<file path="src/rtl/cache_arb_pkg.sv">
// Shared types, default widths and the grant-pick helper for the I/D cache memory-port arbiter.
package cache_arb_pkg;

    localparam int unsigned ADDR_WIDTH_DEF = 32;
    localparam int unsigned LINE_WIDTH_DEF = 256;

    typedef enum logic [1:0] {
        IDLE   = 2'd0,
        I_BUSY = 2'd1,
        D_BUSY = 2'd2
    } arb_state_t;

    typedef enum logic {
        GRANT_I = 1'b0,
        GRANT_D = 1'b1
    } grant_t;

    // Lone requester wins outright; on contention the side that did not win last time goes next.
    function automatic grant_t pick_grant(input logic i_req, input logic d_req, input grant_t last);
        grant_t g;
        if (i_req && d_req) begin
            g = (last == GRANT_I) ? GRANT_D : GRANT_I;
        end else if (d_req) begin
            g = GRANT_D;
        end else begin
            g = GRANT_I;
        end
        return g;
    endfunction

endpackage

</file>
<file path="src/rtl/cache_arbiter.sv">
// Shares one physical-memory port between the I-cache and D-cache miss sequencers,
// alternating on contention and steering the memory response back to the granted cache.
module cache_arbiter
    import cache_arb_pkg::*;
#(
    parameter int unsigned ADDR_WIDTH = ADDR_WIDTH_DEF,
    parameter int unsigned LINE_WIDTH = LINE_WIDTH_DEF
) (
    input  logic                  clk,
    input  logic                  rst,
    input  logic                  i_pmem_read,
    input  logic [ADDR_WIDTH-1:0] i_pmem_address,
    output logic [LINE_WIDTH-1:0] i_pmem_rdata,
    output logic                  i_pmem_resp,
    input  logic                  d_pmem_read,
    input  logic                  d_pmem_write,
    input  logic [ADDR_WIDTH-1:0] d_pmem_address,
    input  logic [LINE_WIDTH-1:0] d_pmem_wdata,
    output logic [LINE_WIDTH-1:0] d_pmem_rdata,
    output logic                  d_pmem_resp,
    output logic                  pmem_read,
    output logic                  pmem_write,
    output logic [ADDR_WIDTH-1:0] pmem_address,
    output logic [LINE_WIDTH-1:0] pmem_wdata,
    input  logic [LINE_WIDTH-1:0] pmem_rdata,
    input  logic                  pmem_resp
);

    arb_state_t            state_q, state_d;
    grant_t                last_q, last_d;
    grant_t                winner;
    logic                  i_req, d_req;
    logic                  read_d, write_d;
    logic [ADDR_WIDTH-1:0] addr_d;
    logic [LINE_WIDTH-1:0] wdata_d;

    // State, grant history and the registered memory-side stage.
    always_ff @(posedge clk or posedge rst) begin
        if (rst) begin
            state_q      <= IDLE;
            last_q       <= GRANT_I;
            pmem_read    <= 1'b0;
            pmem_write   <= 1'b0;
            pmem_address <= '0;
            pmem_wdata   <= '0;
        end else begin
            state_q      <= state_d;
            last_q       <= last_d;
            pmem_read    <= read_d;
            pmem_write   <= write_d;
            pmem_address <= addr_d;
            pmem_wdata   <= wdata_d;
        end
    end

    // Next-state and next memory-side values; busy states hold everything until pmem_resp.
    always_comb begin
        state_d = state_q;
        last_d  = last_q;
        read_d  = pmem_read;
        write_d = pmem_write;
        addr_d  = pmem_address;
        wdata_d = pmem_wdata;
        i_req   = i_pmem_read;
        d_req   = d_pmem_read | d_pmem_write;
        winner  = pick_grant(i_req, d_req, last_q);

        case (state_q)
            IDLE: begin
                if (i_req || d_req) begin
                    last_d = winner;
                    if (winner == GRANT_D) begin
                        state_d = D_BUSY;
                        addr_d  = d_pmem_address;
                        // A simultaneous read+write is a protocol error; the write-back wins.
                        if (d_pmem_write) begin
                            write_d = 1'b1;
                            wdata_d = d_pmem_wdata;
                        end else begin
                            read_d  = 1'b1;
                        end
                    end else begin
                        state_d = I_BUSY;
                        addr_d  = i_pmem_address;
                        read_d  = 1'b1;
                    end
                end
            end
            I_BUSY, D_BUSY: begin
                if (pmem_resp) begin
                    state_d = IDLE;
                    read_d  = 1'b0;
                    write_d = 1'b0;
                end
            end
            default: begin
                state_d = IDLE;
                read_d  = 1'b0;
                write_d = 1'b0;
            end
        endcase
    end

    // Response steering is combinational so the granted cache sees pmem_resp in the same cycle.
    assign i_pmem_resp  = (state_q == I_BUSY) && pmem_resp;
    assign d_pmem_resp  = (state_q == D_BUSY) && pmem_resp;
    assign i_pmem_rdata = i_pmem_resp ? pmem_rdata : '0;
    assign d_pmem_rdata = d_pmem_resp ? pmem_rdata : '0;

endmodule

</file>
<file path="config.mk">
export PLATFORM = sky130hd
export DESIGN_NAME = cache_arbiter
export DESIGN_NICKNAME = d
export VERILOG_FILES = /design/src/rtl/cache_arb_pkg.sv /design/src/rtl/cache_arbiter.sv
export SDC_FILE = /design/constraint.sdc
export NUM_CORES = 1
export LEC_CHECK = 0
export ABC_CLOCK_PERIOD_IN_PS = 23800
export CAP_MARGIN = 10
export CORE_AREA = 2 2 534 536
export CTS_BUF_LIST = sky130_fd_sc_hd__clkbuf_2 sky130_fd_sc_hd__clkbuf_4 sky130_fd_sc_hd__clkbuf_8
export CTS_CLUSTER_DIAMETER = 50
export DETAILED_ROUTE_END_ITERATION = 6
export DIE_AREA = 0 0 536 538
export HOLD_SLACK_MARGIN = 0.1
export REMOVE_ABC_BUFFERS = 1
export SYNTH_ARGS = -nofsm -noshare
export SYNTH_HDL_FRONTEND = slang
export SYNTH_SLANG_ARGS = --single-unit
</file>
<file path="constraint.sdc">
create_clock -name clk -period 23.8 [get_ports clk]
set_clock_uncertainty 0.15 [all_clocks]
set_input_delay 4.76 -clock clk [delete_from_list [all_inputs] [get_ports clk]]
set_output_delay 4.76 -clock clk [all_outputs]
set_load 0.005 [all_outputs]
</file>
After elaboration in Yosys (flattened, before gate mapping)
Cells that the tools add are included.
- eq/ne operators: 7
- multiplexer cells: 19
- bitwise operators: 1
- reductions and logical operators: 11
- operators by type and width (kind ; number):
    256-bit two-way mux ; 2
    32-bit two-way mux ; 1
    1-bit two-way mux ; 10
    2-bit inequality test, second input constant ; 4
    4-bit AND reduction ; 2
    2-bit two-way mux ; 3
    1-bit one-hot mux with 2 select lines ; 2
    2-bit one-hot mux with 2 select lines ; 1
    2-bit AND reduction ; 2
    1-bit logical AND ; 3
    3-bit inequality test, second input constant ; 1
    3-bit AND reduction ; 1
    2-bit by 1-bit equality test with 1-bit output, second input constant ; 1
    2-bit equality test, second input constant ; 1
    2-bit zero test ; 1
    2-bit OR reduction ; 1
    1-bit logical OR ; 1
    1-bit OR ; 1
- flip-flop bits (word level): 293
- input port bits: 582
- output and inout bits: 804
- logic and storage cells: 44

Depth between registers and ports, before layout
- word-level depth: 6
- mapped depth: 7
- depth with buffers taken out: 5

Least setup slack after synthesis
Ideal clock, no wire load.
- kind: in2out
- start point: input pmem_resp
- end point: output d_pmem_rdata[0]
- arrival time: 5.570 ns
- data required time: 18.890 ns
- setup slack: 13.320 ns
- cell stages on the path: 4
- buffers on the path: 3
- path through: buf_2 -> clkbuf_1 -> clkbuf_1 -> and3_1
- cells in the longest elaborated chain, start to end: 2
- RTL lines (item ; line ; source):
    start: declaration ; cache_arbiter.sv:26 ; input logic pmem_resp
    1-bit logical AND ; cache_arbiter.sv:106 ; assign d_pmem_resp = (state_q == D_BUSY) && pmem_resp;
    256-bit two-way mux ; cache_arbiter.sv:108 ; assign d_pmem_rdata = d_pmem_resp ? pmem_rdata : '0;
    end: declaration ; cache_arbiter.sv:19 ; output logic [LINE_WIDTH-1:0] d_pmem_rdata,
Every way passes these cells.

Worst setup path in the final report
- start point: input pmem_resp
- end point: output i_pmem_rdata[155]
- cells in the longest elaborated chain, start to end: 2
- RTL lines (item ; line ; source):
    1-bit logical AND ; cache_arbiter.sv:105 ; assign i_pmem_resp = (state_q == I_BUSY) && pmem_resp;
    256-bit two-way mux ; cache_arbiter.sv:107 ; assign i_pmem_rdata = i_pmem_resp ? pmem_rdata : '0;
    end: declaration ; cache_arbiter.sv:13 ; output logic [LINE_WIDTH-1:0] i_pmem_rdata,
Every way passes these cells.

==> results.sh <==
export IMPL_num_rows=196
export IMPL_fmax_ghz=0.07628
export IMPL_grt_pass1_wl_microns=304900
export IMPL_insertion_delay_ps=760
export IMPL_cts_clk_slew_worst_paths_ps=50
export IMPL_synth_area_sq_um=15140
export IMPL_synth_cells=1336
export IMPL_rsz0062_at_grt="no"
export IMPL_maxCapViolations=0
export IMPL_r2r_cells=7
export IMPL_synth_xor_area_share_pct=0
export IMPL_reg2reg_slack_ps=19270
export IMPL_cp_depth=5
export IMPL_cts_num_sinks=293
export IMPL_drtPass1Iterations=5
export IMPL_start_kind="primary input"
export IMPL_synth_seq_area_share_pct=48.43
export IMPL_cts_tree="built"
export IMPL_antenna_found_initial=249
export IMPL_setup_viol=0
export IMPL_synth_edf_count=0
export IMPL_critPathLaunch="pmem_resp"
export IMPL_layout_drive_gt1_share_pct=7.470
export IMPL_yosysTopAreaCell="dfrtp_1"
export IMPL_yosys_register_bits=293
export IMPL_endpoint="i_pmem_rdata[155]"
export IMPL_critPathMaxStageDelay_ps=980
export IMPL_wl_per_cell_microns=40.44
export IMPL_crit_arrival_ps=8200
export IMPL_synth_compound_area_share_pct=1.545
export IMPL_r2r_end="pmem_wdata[104]$_DFFE_PP0P_"
export IMPL_routed_wl_microns=265300
export IMPL_synth_area_per_cell_sq_um=11.33
export IMPL_slowest_stage="buf_4"
export IMPL_finalHoldViolCount=0
export IMPL_async_flop_share_pct=100.0
export IMPL_post_cts_buffers=0
export IMPL_crit_chain="buf_8 -> buf_12 -> buf_4 -> and3_1 -> clkdlybuf4s50_1"
export IMPL_required_ps=18890
export IMPL_via_count=19025
export IMPL_worst_path_buf_inv=4
export IMPL_die_area_sq_um=288400
export IMPL_grt_total_usage_pct=17.67
export IMPL_die_y_microns=538
export IMPL_port_buffers=1385
export IMPL_final_cell_mix="1,381 x clkdlybuf4s50_1, 512 x and3_1, 293 x dfrtp_1"
export IMPL_ctsHoldBuffers=0
export IMPL_hold_class="reg2reg"
export IMPL_p_per_area_nw_per_um2=108.9
export IMPL_cts_htree_levels=3
export IMPL_max_slew_margin_rel_pct=4.177
export IMPL_grt_pass1_vias=18392
export IMPL_coreArea_sq_um=283200
export IMPL_cts_inserted_buffers=67
export IMPL_layout_commonest_cell="clkdlybuf4s50_1"
export IMPL_die_w_microns=536
export IMPL_ys_types=29
export IMPL_drtAntennaViolNets=0
export IMPL_start_util_pct=5.345
export IMPL_cts_buffer_depth=3
export IMPL_overflow=0
export IMPL_grt_max_degree=267
export IMPL_setup_worst_path_end_class="primary output"
export IMPL_synth_top_area_share_pct=48.43
export IMPL_utilization_pct=12.29
export IMPL_synth_yosys_warnings=0
export IMPL_io_pins=1386
export IMPL_crit_type="in2out"
export IMPL_drv_slew=0
export IMPL_muxShareOfSynthArea_pct=22.15
export IMPL_fin_crit_sh_pct=55.08
export IMPL_synth_top_family_by_area="simple AND/OR/NAND/NOR gates"
export IMPL_first_iter_violations=1363
export IMPL_viasPerCell=2.900
export IMPL_tns_ps=0
export IMPL_synth_simple_area_share_pct=22.40
export IMPL_hpwl_microns=235600
export IMPL_drcViolationCount=0
export IMPL_syn_to_final_growth_pct=130.0
export IMPL_ys_dominant_reg_cell="dfrtp_1"
export IMPL_critPathTopFamily="buffers and inverters"
export IMPL_status="finished, final reports clean"
export IMPL_r2r_start="state_q[0]$_DFFE_PP0P_"
export IMPL_synth_area_top_cells="dfrtp_1 48%, and3_1 21%, mux2_1 15%, mux2_4 4.0%, clkbuf_1 2.9%"
export IMPL_fillCellCount=32242
export IMPL_vdd_drop_max_v=0.00006084
export IMPL_cellLeakagePower_uw=0.01410
export IMPL_ctsResizeCount=0
export IMPL_synth_fa_ha_area_share_pct=0.2479
export IMPL_gp_congestion=0.9419
export IMPL_min_period_ps=13110
export IMPL_tightest_slew_ps=1437
export IMPL_cts_root_buf="clkbuf_8"
export IMPL_fin_nets=3242
export IMPL_crit_path_max_fanout=266
==> routing by layer <==
metal	global-route usage [%]	part of all wire (%)
met2	28.35	45
met4	7.764	4.5
met3	12.97	17
met1	17.03	33
met5	0.2961	0.22
==> cell families after synthesis <==
logic type               count (synthesis)
AND/OR/NAND/NOR                        556
adder cells (fa/ha/maj)                  3
AO/OA/AOI/OAI                           41
multiplexers                           288
flip-flops                             293
buffers and inverters                  155
==> layout make-up <==
type / instances / area [sq um] / area share, %
well taps: 3762 / 4707 / 13.52
multi-input cells: 888 / 7082 / 20.34
diodes: 94 / 235.2 / 0.6757
repair buffers: 1403 / 14050 / 40.37
clock buffers: 88 / 1130 / 3.245
flip-flops and latches: 293 / 7332 / 21.06
inverters: 4 / 22.52 / 0.06469
clock inverters: 28 / 251.5 / 0.7224
==> report_power, final <==
part	switching (uW)	internal [uW]	leakage, uW
logic	1260	984	0.00993
clock network	305	330	0.000720
registers	152	758	0.00346
total	1720	2070	0.0141
==> registers in the layout, summed over array words and instances, names as in the netlist <==
register      flops
pmem_wdata      256
pmem_address     32
state_q           2
last_q            1
pmem_read         1
pmem_write        1
==> worst min-delay path by stage <==
stage	startpoint	endpoint	slack, ps	cells past startpoint
after floorplan	pmem_address[0]$_DFFE_PP0P_	pmem_address[0]$_DFFE_PP0P_	320	2
final	pmem_address[15]$_DFFE_PP0P_	pmem_address[15]$_DFFE_PP0P_	330	2
after global routing	pmem_wdata[61]$_DFFE_PP0P_	pmem_wdata[61]$_DFFE_PP0P_	350	1
after CTS	pmem_address[15]$_DFFE_PP0P_	pmem_address[15]$_DFFE_PP0P_	330	2
after global placement	pmem_address[15]$_DFFE_PP0P_	pmem_address[15]$_DFFE_PP0P_	310	2
after detailed placement	pmem_address[15]$_DFFE_PP0P_	pmem_address[15]$_DFFE_PP0P_	320	2
==> synthesized netlist by cell type, types with 2 or more instances <==
| master | number |
|---|---|
| mux2_2 | 16 |
| dfrtp_1 | 293 |
| mux2_4 | 40 |
| mux2i_1 | 32 |
| buf_6 | 26 |
| inv_1 | 4 |
| a21oi_1 | 3 |
| ha_1 | 3 |
| nand2_1 | 34 |
| buf_2 | 8 |
| and2_1 | 2 |
| nor3_1 | 2 |
| mux2_1 | 200 |
| and3_1 | 512 |
| clkbuf_1 | 116 |
| o21ai_0 | 32 |
==> through the flow <==
step	instance area, sq um	power, uW	setup slack, ps	hold slack [ps]	std cells
global route	34730	4048	10400	354.7	6527
global placement	33150	3184	10690	314.5	6348
finish	34810	3793	10690	326.7	6560
detailed placement	33180	3196	10630	323.4	6349
floorplan	14360	1470	10800	323.3	1185
CTS	34560	3881	10630	334.7	6465
==> worst reg2reg max path, cell delays in order, from the launching register on <==
cell and delay (ps):
dfrtp_1 410, inv_1 130, ha_1 380, nand2_8 500
buf_4 930, buf_4 640, buf_4 750, mux2_2 510
Note: power is estimated with default switching activity, not from simulation.
